## src/rtl/lbist_boot_seq.sv

```systemverilog
// lbist_boot_seq: runs per-core LBIST, releases passing cores from reset and supervises their run to exit or timeout.
// Define LBIST_MMAP_CHECK_EN to flag out-of-window DRAM writes while cores run.
module lbist_boot_seq #(
  parameter int          NUM_CORES    = 2,
  parameter int          RST_CYCLES   = 4,
  parameter int          BIST_TIMEOUT = 4096,
  parameter int          RUN_TIMEOUT  = 5000,
  parameter logic [31:0] DRAM_LO      = 32'h200000,
  parameter logic [31:0] DRAM_HI      = 32'h240000
) (
  input  logic                    clk,
  input  logic                    rst_n,
  input  logic                    start_i,
  input  logic [NUM_CORES-1:0]    bist_done_i,
  input  logic [NUM_CORES-1:0]    go_nogo_i,
  input  logic [NUM_CORES-1:0]    exit_valid_i,
  input  logic [NUM_CORES-1:0]    data_req_i,
  input  logic [NUM_CORES-1:0]    data_we_i,
  input  logic [32*NUM_CORES-1:0] data_addr_i,
  output logic [NUM_CORES-1:0]    test_mode_o,
  output logic [NUM_CORES-1:0]    core_rst_n_o,
  output logic [NUM_CORES-1:0]    fetch_enable_o,
  output logic [NUM_CORES-1:0]    bist_pass_o,
  output logic [NUM_CORES-1:0]    mmap_viol_o,
  output logic [2:0]              state_o,
  output logic                    timeout_o,
  output logic                    done_o
);
  localparam logic [2:0] IDLE     = 3'd0;
  localparam logic [2:0] BIST     = 3'd1;
  localparam logic [2:0] SETTLE   = 3'd2;
  localparam logic [2:0] CORE_RST = 3'd3;
  localparam logic [2:0] RUN      = 3'd4;
  localparam logic [2:0] DONE     = 3'd5;
  localparam logic [2:0] FAIL     = 3'd6;
  localparam int CMAX = BIST_TIMEOUT > RUN_TIMEOUT ? BIST_TIMEOUT : RUN_TIMEOUT;
  localparam int CW   = $clog2(CMAX + 1);
  logic [2:0]           state, state_nx;
  logic [CW-1:0]        cnt;
  logic [31:0]          cnt32;
  logic [NUM_CORES-1:0] exit_mask, exit_nx;
  logic                 go, all_done, exited, bist_to, run_to;
  assign cnt32    = 32'(cnt);
  assign go       = start_i && (state == IDLE || state == DONE || state == FAIL);
  assign all_done = &bist_done_i;
  assign exit_nx  = exit_mask | exit_valid_i;
  assign exited   = (exit_nx & bist_pass_o) == bist_pass_o;
  assign bist_to  = cnt32 == 32'(BIST_TIMEOUT - 1);
  assign run_to   = cnt32 == 32'(RUN_TIMEOUT - 1);
  always_comb begin
    state_nx = state;
    case (state)
      IDLE, DONE, FAIL: state_nx = start_i ? BIST : state;
      BIST:             state_nx = all_done ? SETTLE : bist_to ? FAIL : BIST;
      SETTLE:           state_nx = cnt32 == 32'd1 ? (|bist_pass_o ? CORE_RST : FAIL) : SETTLE;
      CORE_RST:         state_nx = cnt32 == 32'(RST_CYCLES - 1) ? RUN : CORE_RST;
      RUN:              state_nx = exited ? DONE : run_to ? FAIL : RUN;
      default:          state_nx = IDLE;
    endcase
  end
  always_ff @(posedge clk or negedge rst_n)
    if (!rst_n) begin
      state       <= IDLE;
      cnt         <= '0;
      exit_mask   <= '0;
      bist_pass_o <= '0;
      timeout_o   <= 1'b0;
      done_o      <= 1'b0;
    end else begin
      state       <= state_nx;
      cnt         <= state_nx != state ? '0 : cnt == '1 ? cnt : cnt + 1'b1;
      exit_mask   <= go ? '0 : state == RUN ? exit_nx : exit_mask;
      bist_pass_o <= go ? '0 : state == BIST ? (bist_pass_o & ~bist_done_i) | (go_nogo_i & bist_done_i) : bist_pass_o;
      timeout_o   <= go ? 1'b0 : timeout_o | (state == BIST && !all_done && bist_to) | (state == RUN && !exited && run_to);
      done_o      <= go ? 1'b0 : done_o | (state == RUN && exited);
    end
  // Failed cores stay held in reset and never fetch.
  assign test_mode_o    = (state == BIST || state == SETTLE) ? '1 : '0;
  assign core_rst_n_o   = state == RUN ? bist_pass_o : '0;
  assign fetch_enable_o = state == RUN ? bist_pass_o : '0;
  assign state_o        = state;
`ifdef LBIST_MMAP_CHECK_EN
  logic [NUM_CORES-1:0] oob;
  always_comb begin
    oob = '0;
    for (int i = 0; i < NUM_CORES; i++)
      oob[i] = data_req_i[i] & data_we_i[i] &
               (data_addr_i[32*i +: 32] < DRAM_LO || data_addr_i[32*i +: 32] > DRAM_HI);
  end
  always_ff @(posedge clk or negedge rst_n)
    if (!rst_n) mmap_viol_o <= '0;
    else mmap_viol_o <= go ? '0 : mmap_viol_o | (state == RUN ? oob : '0);
`else
  logic unused_data;
  assign unused_data = ^{data_req_i, data_we_i, data_addr_i};
  assign mmap_viol_o = '0;
`endif
endmodule

```

## config.mk

```make
export PLATFORM = sky130hd
export DESIGN_NAME = lbist_boot_seq
export DESIGN_NICKNAME = d
export VERILOG_FILES = /design/src/rtl/lbist_boot_seq.sv
export SDC_FILE = /design/constraint.sdc
export NUM_CORES = 1
export LEC_CHECK = 0
export ABC_CLOCK_PERIOD_IN_PS = 2700
export BUFFER_PORTS_ARGS = -buffer_cell sky130_fd_sc_hd__buf_2
export CORE_MARGIN = 3
export CORE_UTILIZATION = 30
export DETAILED_ROUTE_END_ITERATION = 10
export PLACE_DENSITY = 0.62
export SYNTH_ARGS = -nofsm -noshare
export SYNTH_HDL_FRONTEND = slang
export SYNTH_SLANG_ARGS = --single-unit
```

## constraint.sdc

```tcl
create_clock -name clk -period 2.7 [get_ports clk]
set_input_delay 0.135 -clock clk [delete_from_list [all_inputs] [get_ports clk]]
set_output_delay 0.135 -clock clk [all_outputs]
set_load 0.05 [all_outputs]
```

Yosys cells after proc, flatten, opt, wreduce, memory -nomap -nowiden
Cells that the tools add are included.
- flip-flop bits (word level): 22
- bits of input ports: 77
- add/subtract/negate cells: 1
- equal/unequal tests: 14
- muxes and demuxes: 19
- bitwise logic cells: 9
- reduce and logical (&&, ||, !) cells: 17
- operator list (kind ; count):
    13-bit equality test, second input constant ; 2
    13-bit 2-to-1 mux ; 2
    3-bit 2-to-1 mux ; 6
    2-bit 2-to-1 mux ; 8
    3-bit case mux with 5 select lines ; 1
    13-bit by 1-bit adder with 13-bit output, second input constant ; 1
    13-bit by 1-bit equality test with 1-bit output, second input constant ; 1
    13-bit by 12-bit equality test with 1-bit output, second input constant ; 1
    13-bit by 2-bit equality test with 1-bit output, second input constant ; 1
    3-bit equality test, second input constant ; 3
    2-bit bitwise AND ; 3
    3-bit by 2-bit equality test with 1-bit output, second input constant ; 2
    1-bit logical AND ; 6
    2-bit OR ; 2
    2-bit nonzero test ; 2
    3-bit by 1-bit equality test with 1-bit output, second input constant ; 1
    3-bit logical NOT ; 1
    1-bit logical OR ; 3
    3-bit inequality test ; 1
    1-bit OR ; 3
    3-bit OR reduction ; 1
    2-bit equality test ; 1
    1-bit logical NOT ; 2
    1-bit 2-to-1 mux ; 2
    other kinds (4) ; 4

Depth between registers and ports, before layout
Gate-level depths: netlist of the first run.
- word-level depth: 8
- depth in mapped cells: 9
- depth with buffers taken out: 8

Least setup slack after synthesis of the first run
No wires, ideal clock.
- path type: reg2reg
- from: register state[0], in the netlist state_o[0]
- to: register cnt[12]
- data arrival time: 2142 ps
- data required time: 2579 ps
- slack: 437 ps
- stages on the path, launching flop included: 9
- period minus slack after synthesis: 2263 ps
- cells stage by stage: dfrtp_1 buf_6 nor3b_2 a32oi_1 o21ai_1 or4b_1 o211ai_2 buf_6 nor3_1
- word-level cells in the longest chain between the ends: 5
- RTL lines (item ; RTL line ; source):
    start, declared ; 38 ; logic [2:0] state, state_nx;
    start signal, assigned ; 70 ; state <= state_nx;
    3-bit equality test / 3-bit logical NOT (equally long branches) ; 52 ; case (state)
    3-bit OR reduction ; 52 ;
    3-bit case mux with 5 select lines ; 52 ;
    3-bit inequality test (*) ; 71 ; cnt <= state_nx != state ? '0 : cnt == '1 ? cnt : cnt + 1'b1;
    2-bit inequality test (no line) / 13-bit 2-to-1 mux (equally long branches) ; -- ;
    end signal, assigned ; 71 ;
    end, declared ; 39 ; logic [CW-1:0] cnt;
Mark *: on every way between the ends. The rest lies on a longest branch, timed or not.
A chain may end at the register's enable or synchronous reset.

Final worst setup path of the first run
- from: register state[0], in the netlist state_o[0]
- to: register cnt[5]
Same word-level chain as after synthesis.

==> results of run 1 <==
sequential cells by signal, summed over array words and instances, names as in the netlist:
signal,cells
state_o,3
timeout_o,1
bist_pass_o,2
cnt,13
done_o,1
exit_mask,2
power by group:
part	switching [mW]	total (mW)	internal (mW)
clock network	0.100	0.199	0.0994
registers	0.0845	0.468	0.384
logic	0.705	1.01	0.302
path summary, 6_finish.rpt:
kind | start | to | slack [ps] | cells past startpoint
max in group asynchronous | rst_n | cnt[2]$_DFFE_PN0P_ | 2000 | 2
min reg2reg | done_o$_DFF_PN0_ | done_o$_DFF_PN0_ | 490 | 2
max | state_o[0]$_DFF_PN0_ | cnt[5]$_DFFE_PN0P_ | 300 | 6
max reg2reg | state_o[0]$_DFF_PN0_ | cnt[5]$_DFFE_PN0P_ | 300 | 6
min | go_nogo_i[0] | bist_pass_o[0]$_DFFE_PN0P_ | 120 | 3
min in group asynchronous | rst_n | timeout_o$_DFF_PN0_ | 370 | 2
cell usage after synthesis, drive strengths merged, types with 2 or more instances:
library cell / number / area, µm²
a21oi: 3 / 15.0
a22oi: 2 / 15.0
inv: 4 / 15.0
a22o: 2 / 17.5
nor3b: 4 / 46.3
nand2: 12 / 45.0
nand4: 4 / 25.0
nor2: 16 / 60.1
buf: 11 / 95.1
nand4b: 2 / 17.5
mux2i: 2 / 20.0
and3: 5 / 31.3
a31oi: 3 / 18.8
ha: 2 / 25.0
nor2b: 2 / 12.5
and4: 3 / 27.5
and2: 3 / 18.8
a211oi: 2 / 20.0
xor2: 8 / 77.6
nor4: 3 / 25.0
o21ai: 4 / 20.0
dfrtp: 22 / 551
nor3: 12 / 70.1
xnor2: 5 / 43.8
critical path, cell delays in order (launching register included):
cell,delay [ps]
dfrtp_1,550
nor3b_4,390
nand3_1,140
nor4b_2,340
nor2_1,110
o211ai_2,560
nor4_1,150
kinds of logic after synthesis:
family,synth area share
AO/OA/AOI/OAI,0.114
XOR/XNOR,0.0838
adder cells (fa/ha/maj),0.0173
buffers and inverters,0.0786
flip-flops,0.380
multiplexers,0.0138
other,0.00259
AND/OR/NAND/NOR,0.310
repair_timing:
action	in CTS	in global routing
resized for setup	0	0
endpoints found under the setup margin	0	0
hold endpoints to repair	22	0
hold buffers	1	0
cell type report:
| cell class | count | area, µm² |
|---|---|---|
| repair buffers | 25 | 138 |
| well taps | 52 | 65.1 |
| fillers | 457 | 2910 |
| flip-flops and latches | 22 | 551 |
| inverters | 4 | 15.0 |
| clock buffers | 3 | 41.3 |
| multi-input cells | 113 | 788 |
metrics by stage:
step / total power, mW / instance area, µm² / worst slack [ps] / instances
after floorplan: 1.38 / 1450 / 437 / 151
after global placement: 1.49 / 1550 / 330 / 215
after detailed placement: 1.50 / 1550 / 281 / 215
after CTS: 1.70 / 1600 / 269 / 219
after global routing: 1.80 / 1600 / 74.4 / 219
final: 1.67 / 1600 / 304 / 219
per-layer routing:
layer,wire [µm],global-route usage,vias to the layer above
li1,-,-,569
met1,1430,0.149,519
met2,1330,0.184,16
met3,77,0.0185,4
met4,40,0.0447,0
met5,0,0,-
==> results.md, run 1 <==
* CTS sink count at 22
* Final Core Density at 0.355
* CTS tree: done
* Count of nets left with antenna violations after detail routing at 0
* Final antenna diode count at 0
* Weighted congestion at the end of routability-driven global placement at 0.809
* Required time of the critical path at approximately 2800 ps
* Number of global-route vias before repair at 1086
* Commonest non-fill, non-tap cell in the layout: dfrtp_1
* Initial antenna violation count at 0
* Die outline height at 75.5 µm
* Starting utilization of the core area at 0.322
* Clock latency at the later pin of the worst-skew pair at 260 ps
* Setup clock skew after layout at between 3 and 4 ps
* Total clock buffers created by CTS at 3
* # H-tree levels at 1
* Setup violations, final at 0
* Synthesized netlist cell count at 150
* Static Leakage at between 0.7 and 0.8 nW
* FFs w/ async S/R, synth at 1.00
* Number of vias per cell after detailed routing at 5.06
* Placeable core area at 4500 µm²
* Crit path DAT at 2500 ps
* Wire length of the first global-routing pass at 4960 µm
* Critical Path Sink Type: flip-flop
* Fraction of the yosys area taken by sequential cells at 0.380
* Classification of the worst-slack hold path: in2reg
* Outcome: complete, no violations
* PD cells at 1050 nW/µm²
* Max-slew violation count at 0
* # DRC at 0
* Min Tclk post-route at 2400 ps
* Synth Cell Area at 1450 µm²
* Share of layout cells above drive strength 1 at 0.240
* Count of vias placed by the detailed router at 1108
* Critical Path Fanout Max at 13
* Slew of the pin with the lowest slew margin at 674 ps
* Buffer depth of the longest clock path at 2
* Post-synthesis sequential element count at 22
* Post CTS Setup Buffer Count at 0
* Half-perimeter wire length after placement at 2170 µm
* Flip-flop cell with the highest count after synthesis: dfrtp_1
* Average cell area after synthesis at 9.66 µm²
* Number of warnings printed during yosys synthesis at 0
* EDFF count, synth at 0
* Highest-count cells in the layout ignoring fill and taps: dfrtp_1 (22), buf_2 (21), nor2_1 (16), nand2_1 (12), nor3_1 (10)
* Total wirelength of the detailed-routed design at 2880 µm
* Max capacitance violation total at 0
* Number of hold violations in the final report at 0
* Count of different cell masters after synthesis at 48
* Layout area overhead at 10.3%
* Global-route total usage across every layer at 0.113
* Maximum ir drop on the vdd rail at 359 µV
* CTS clk-pin slew, worst paths at ~80 ps
* Pin count of the biggest net entering global routing at 23
* Count of buffers inserted at the top-level ports at 21
* Final-layout setup total negative slack at 0 ps
* Kind of launch point of the worst setup path: flip-flop
* 1st-pass router iterations at 4
* Highest achievable clock rate at 417 MHz
* Worst rel slew slack at 0.549
* Clock Tree Root: clkbuf_8
* Final Hold Slack at 120 ps
* Sum of overflow across all layers after global routing at 0
* Portion of the clock cycle consumed by the worst path in the final layout at 0.887
* Post-DR wirelength/cell at roughly 13 µm
* Total die area at roughly 5700 µm²
* Num rows at 24
* Critical path type: reg2reg
* Die width at 75.5 µm
* Setup repair after global routing missed its margin: false
* Initial DRC count at 64
* Final-stage net count at roughly 250
* Num ports at 92
(Power assumes the default switching activity.)
==> inputs of run 2 (changes only) <==
- ABC_AREA: unset -> 1
- PLACE_DENSITY: 0.62 -> 0.61
==> run 2 against run 1 <==
Final area up 6.8%; count of clock-buffer cells in the layout stayed put; first-iteration DRC count shrank 31%; wire length up 8.9%; global-route usage grew 0.078 points; sequential power fell by 2%; core utilization rose by 0.19 points; sequential share of layout area is 2.2 points lower; critical endpoint is now cnt[0]$_DFFE_PN0P_; highest routed layer unchanged.
==> results.md, run 2 <==
* Commonest cells in the synthesized netlist: nand2_1 (41), inv_1 (29), nor2_1 (23)
* Global-route total usage across every layer at 0.114 (+0.000781)
* Final non-filler cell total at 296 (+35%)
* Initial DRC count at 44 (-31%)
* Highest achievable clock rate at 506 MHz (+21%)
* Starting utilization of the core area at 0.316 (-0.00585)
* Count of vias placed by the detailed router at 1306 (+18%)
* Family with the most delay on the worst path: simple AND/OR/NAND/NOR gates
* Total die area at 5930 µm² (+4.0%)
* Total wirelength of the detailed-routed design at 3130 µm (+8.9%)
* Setup violations, final at 0 (unchanged)
* Max-slew violation count at 0 (unchanged)
* Critical path depth at 9 (+3)
* Crit path cell chain: ha_1 -> nand3_2 -> nor2_4 -> nand3_1 -> nand2_1 -> nand3_1 -> nand2_1 -> nand3_2 -> nor2_1
* Startpoint of the lowest-slack hold path: exit_valid_i[1]
* 1st-pass router iterations at 4 (unchanged)
* Synthesized-area fraction occupied by and/or/nand/nor cells at 0.399 (+0.0890)
* Synthesized netlist cell count at 209 (+39%)
* Synth area leader: dfrtp_1
* Critical path buffer and inverter count at 0 (unchanged)
* CTS clk-pin slew, worst paths at 80 ps (about the same)
* Final antenna diode count at 0 (unchanged)
* Setup clock skew after layout at 4.85 ps (+1.84 ps)
* Flip-flop cell with the highest count after synthesis: dfrtp_1
* Count of different cell masters after synthesis at 27 (-44%)
* Number of warnings printed during yosys synthesis at 0 (unchanged)
* Buffer depth of the longest clock path at 2 (unchanged)
* Slew of the pin with the lowest slew margin at 526 ps (-148 ps)
* Required time of the critical path at 2890 ps (+80 ps)
* Num rows at 25 (+4.2%)
* Average cell area after synthesis at 7.23 µm² (-25%)
* Number of global-route vias before repair at 1249 (+15%)
* Synth Cell Area at 1510 µm² (+4.3%)
* CTS tree: done
* # H-tree levels at 1 (unchanged)
* # DRC at 0 (unchanged)
* Post-synthesis sequential element count at 22 (unchanged)
* Filler cell count at 524 (+15%)
* Mux cell area share after synthesis at 0 (-0.0138)
* Final-layout setup total negative slack at 0 ps (unchanged)
* Synthesized-area fraction occupied by ao, oa, aoi and oai cells at 0.0637 (-0.0502)
* Critical path type: reg2reg
* Post CTS Setup Buffer Count at 0 (unchanged)
* Sum of overflow across all layers after global routing at 0 (unchanged)
* Endpoint of the worst-slack reg-to-reg timing path: cnt[0]$_DFFE_PN0P_
* Max reg flops at 13 (unchanged)
* Launching point of the worst reg2reg path: cnt[0]$_DFFE_PN0P_
* Fraction of the yosys area taken by sequential cells at 0.364 (-0.0157)
* Max capacitance violation total at 0 (unchanged)
* Worst Hold Path EP: exit_mask[1]$_DFFE_PN0P_
* Placeable core area at 4790 µm² (+6.3%)
* Num ports at 92 (unchanged)
* Wire length of the first global-routing pass at 5580 µm (+12%)
* Highest-count cells in the layout ignoring fill and taps: nand2_1 (41), inv_1 (29), nor2_1 (23), dfrtp_1 (22), buf_2 (21)
* Worst-case reg-to-reg path depth at 9 (+3)
* Most frequent cell after synthesis: nand2_1
* Dominant combinational cell family by area after synthesis: simple AND/OR/NAND/NOR gates
* Slowest stage cell, crit path: dfrtp_1
* Worst rel slew slack at 0.649 (+0.100)
* Initial antenna violation count at 0 (unchanged)
* Post-DR wirelength/cell at 10.6 µm (-19%)
* Number of vias per cell after detailed routing at 4.41 (-13%)
* Maximum ir drop on the vdd rail at 514 µV (+43%)
* Count of buffers inserted at the top-level ports at 21 (unchanged)
* Top cells by area, synth: dfrtp_1 (36%), nand2_1 (10%), inv_1 (7.2%), nor2_2 (7.0%), nand3_1 (6.6%)
* Half-perimeter wire length after placement at 2430 µm (+12%)
* Die outline height at 77.0 µm (+2.0%)
* Setup slack of the worst register-to-register path at 730 ps (+420 ps)
* Static Leakage at 0.856 nW (+16%)
* Count of nets left with antenna violations after detail routing at 0 (unchanged)
* Min Tclk post-route at 1970 ps (-421 ps)
* Biggest register: cnt
* DP Cell Count at 292 (+36%)
* Critical Path Fanout Max at 13 (unchanged)
* Die width at 77.0 µm (+2.0%)
* Number of hold violations in the final report at 0 (unchanged)
* Setup repair after global routing missed its margin: false
* CTS sink count at 22 (unchanged)
* EDFF count, synth at 0 (unchanged)
* Clock Tree Root: clkbuf_8
* Weighted congestion at the end of routability-driven global placement at 0.840 (+3.8%)
* Instance count along the most critical hold path at 5 (+2)
* Adder-cell share of the synthesized area at 0.0166 (-0.000715)
* Final Hold Slack at 218 ps (+97.6 ps)
* Critical Path Sink Type: flip-flop
* Crit path DAT at 2160 ps (-340 ps)
* Outcome: complete, no violations
* Portion of the clock cycle consumed by the worst path in the final layout at 0.731 (-0.156)
* Classification of the worst-slack hold path: in2reg
* Final-stage net count at 310 (+25%)
* Kind of launch point of the worst setup path: flip-flop
* Slowest Stage Delay on Critical Path at 410 ps (-150 ps)
* Layout area overhead at 12.9%
* XOR/XNOR Fraction of Synth Area at 0.0348 (-0.0490)
* Share of layout cells above drive strength 1 at 0.266 (+0.0269)
* Fraction of post-synthesis cell area in the top cell type by area at 0.364 (-0.0157)
* Pin count of the biggest net entering global routing at 23 (unchanged)
* Commonest non-fill, non-tap cell in the layout: nand2_1
* PD cells at 925 nW/µm² (-12%)
* FFs w/ async S/R, synth at 1.00 (unchanged)
* Total clock buffers created by CTS at 3 (unchanged)
* Clock latency at the later pin of the worst-skew pair at 260 ps (about the same)
## run 2: routing by layer
metal  vias up  part of all wire  global-route usage  routed length (µm)
met5         -                 0                   0                   0
met4         0            0.0061              0.0249                  19
met3         2             0.055              0.0329                 173
met2        28              0.46               0.189                1460
met1       595              0.47               0.146                1480
li1        681                 -                   -                   -
## run 2: cells by family (layout without fill, tap and decap cells)
group,count (synthesis),count (layout)
XOR/XNOR,6,6
AO/OA/AOI/OAI,17,17
flip-flops,22,22
AND/OR/NAND/NOR,120,120
other,1,2
buffers and inverters,41,60
adder cells (fa/ha/maj),2,2
## run 2: worst reg2reg max path: cells and delay by family (launching register included)
| family | cells | cell delay (ps) |
|---|---|---|
| simple gates | 8 | 1220 |
| flops | 1 | 410 |
| fa+ha+maj | 1 | 260 |
## run 2: cell type report
| class | instances | area [µm²] | area share |
|---|---|---|---|
| flip-flops and latches | 22 | 551 | 0.323 |
| well taps | 67 | 83.8 | 0.0491 |
| clock buffers | 3 | 41.3 | 0.0242 |
| inverters | 35 | 131 | 0.0770 |
| multi-input cells | 147 | 785 | 0.460 |
| repair buffers | 22 | 115 | 0.0674 |
## run 2: how the worst max path moves through the flow
stage / start / to
2_1_floorplan: state_o[2]$_DFF_PN0_ / fetch_enable_o[0]
3_3_place_gp: cnt[0]$_DFFE_PN0P_ / cnt[0]$_DFFE_PN0P_
3_5_place_dp: cnt[0]$_DFFE_PN0P_ / cnt[2]$_DFFE_PN0P_
4_1_cts: cnt[0]$_DFFE_PN0P_ / cnt[2]$_DFFE_PN0P_
5_1_grt: cnt[0]$_DFFE_PN0P_ / cnt[2]$_DFFE_PN0P_
6_report: cnt[0]$_DFFE_PN0P_ / cnt[0]$_DFFE_PN0P_
## run 2: power breakdown
part           leakage, nW  internal (mW)  switching [mW]
clock               0.0216         0.0997           0.108
sequential           0.300          0.393          0.0669
combinational        0.535          0.225           0.686
total                0.856          0.718           0.860
## run 2: repair_timing
item,4_1_cts,5_1_grt
hold buffers,1,0
hold endpoints to repair,22,0
gates resized for setup,0,0
## run 2: stage by stage
step | utilization | instance area (µm²) | power (mW) | worst slack, ps
floorplan | - | 1520 | 1.25 | 573
global placement | 0.346 | 1660 | 1.38 | 725
detailed placement | 0.346 | 1660 | 1.39 | 683
CTS | 0.357 | 1710 | 1.60 | 674
global route | 0.357 | 1710 | 1.72 | 458
finish | 0.357 | 1710 | 1.58 | 726
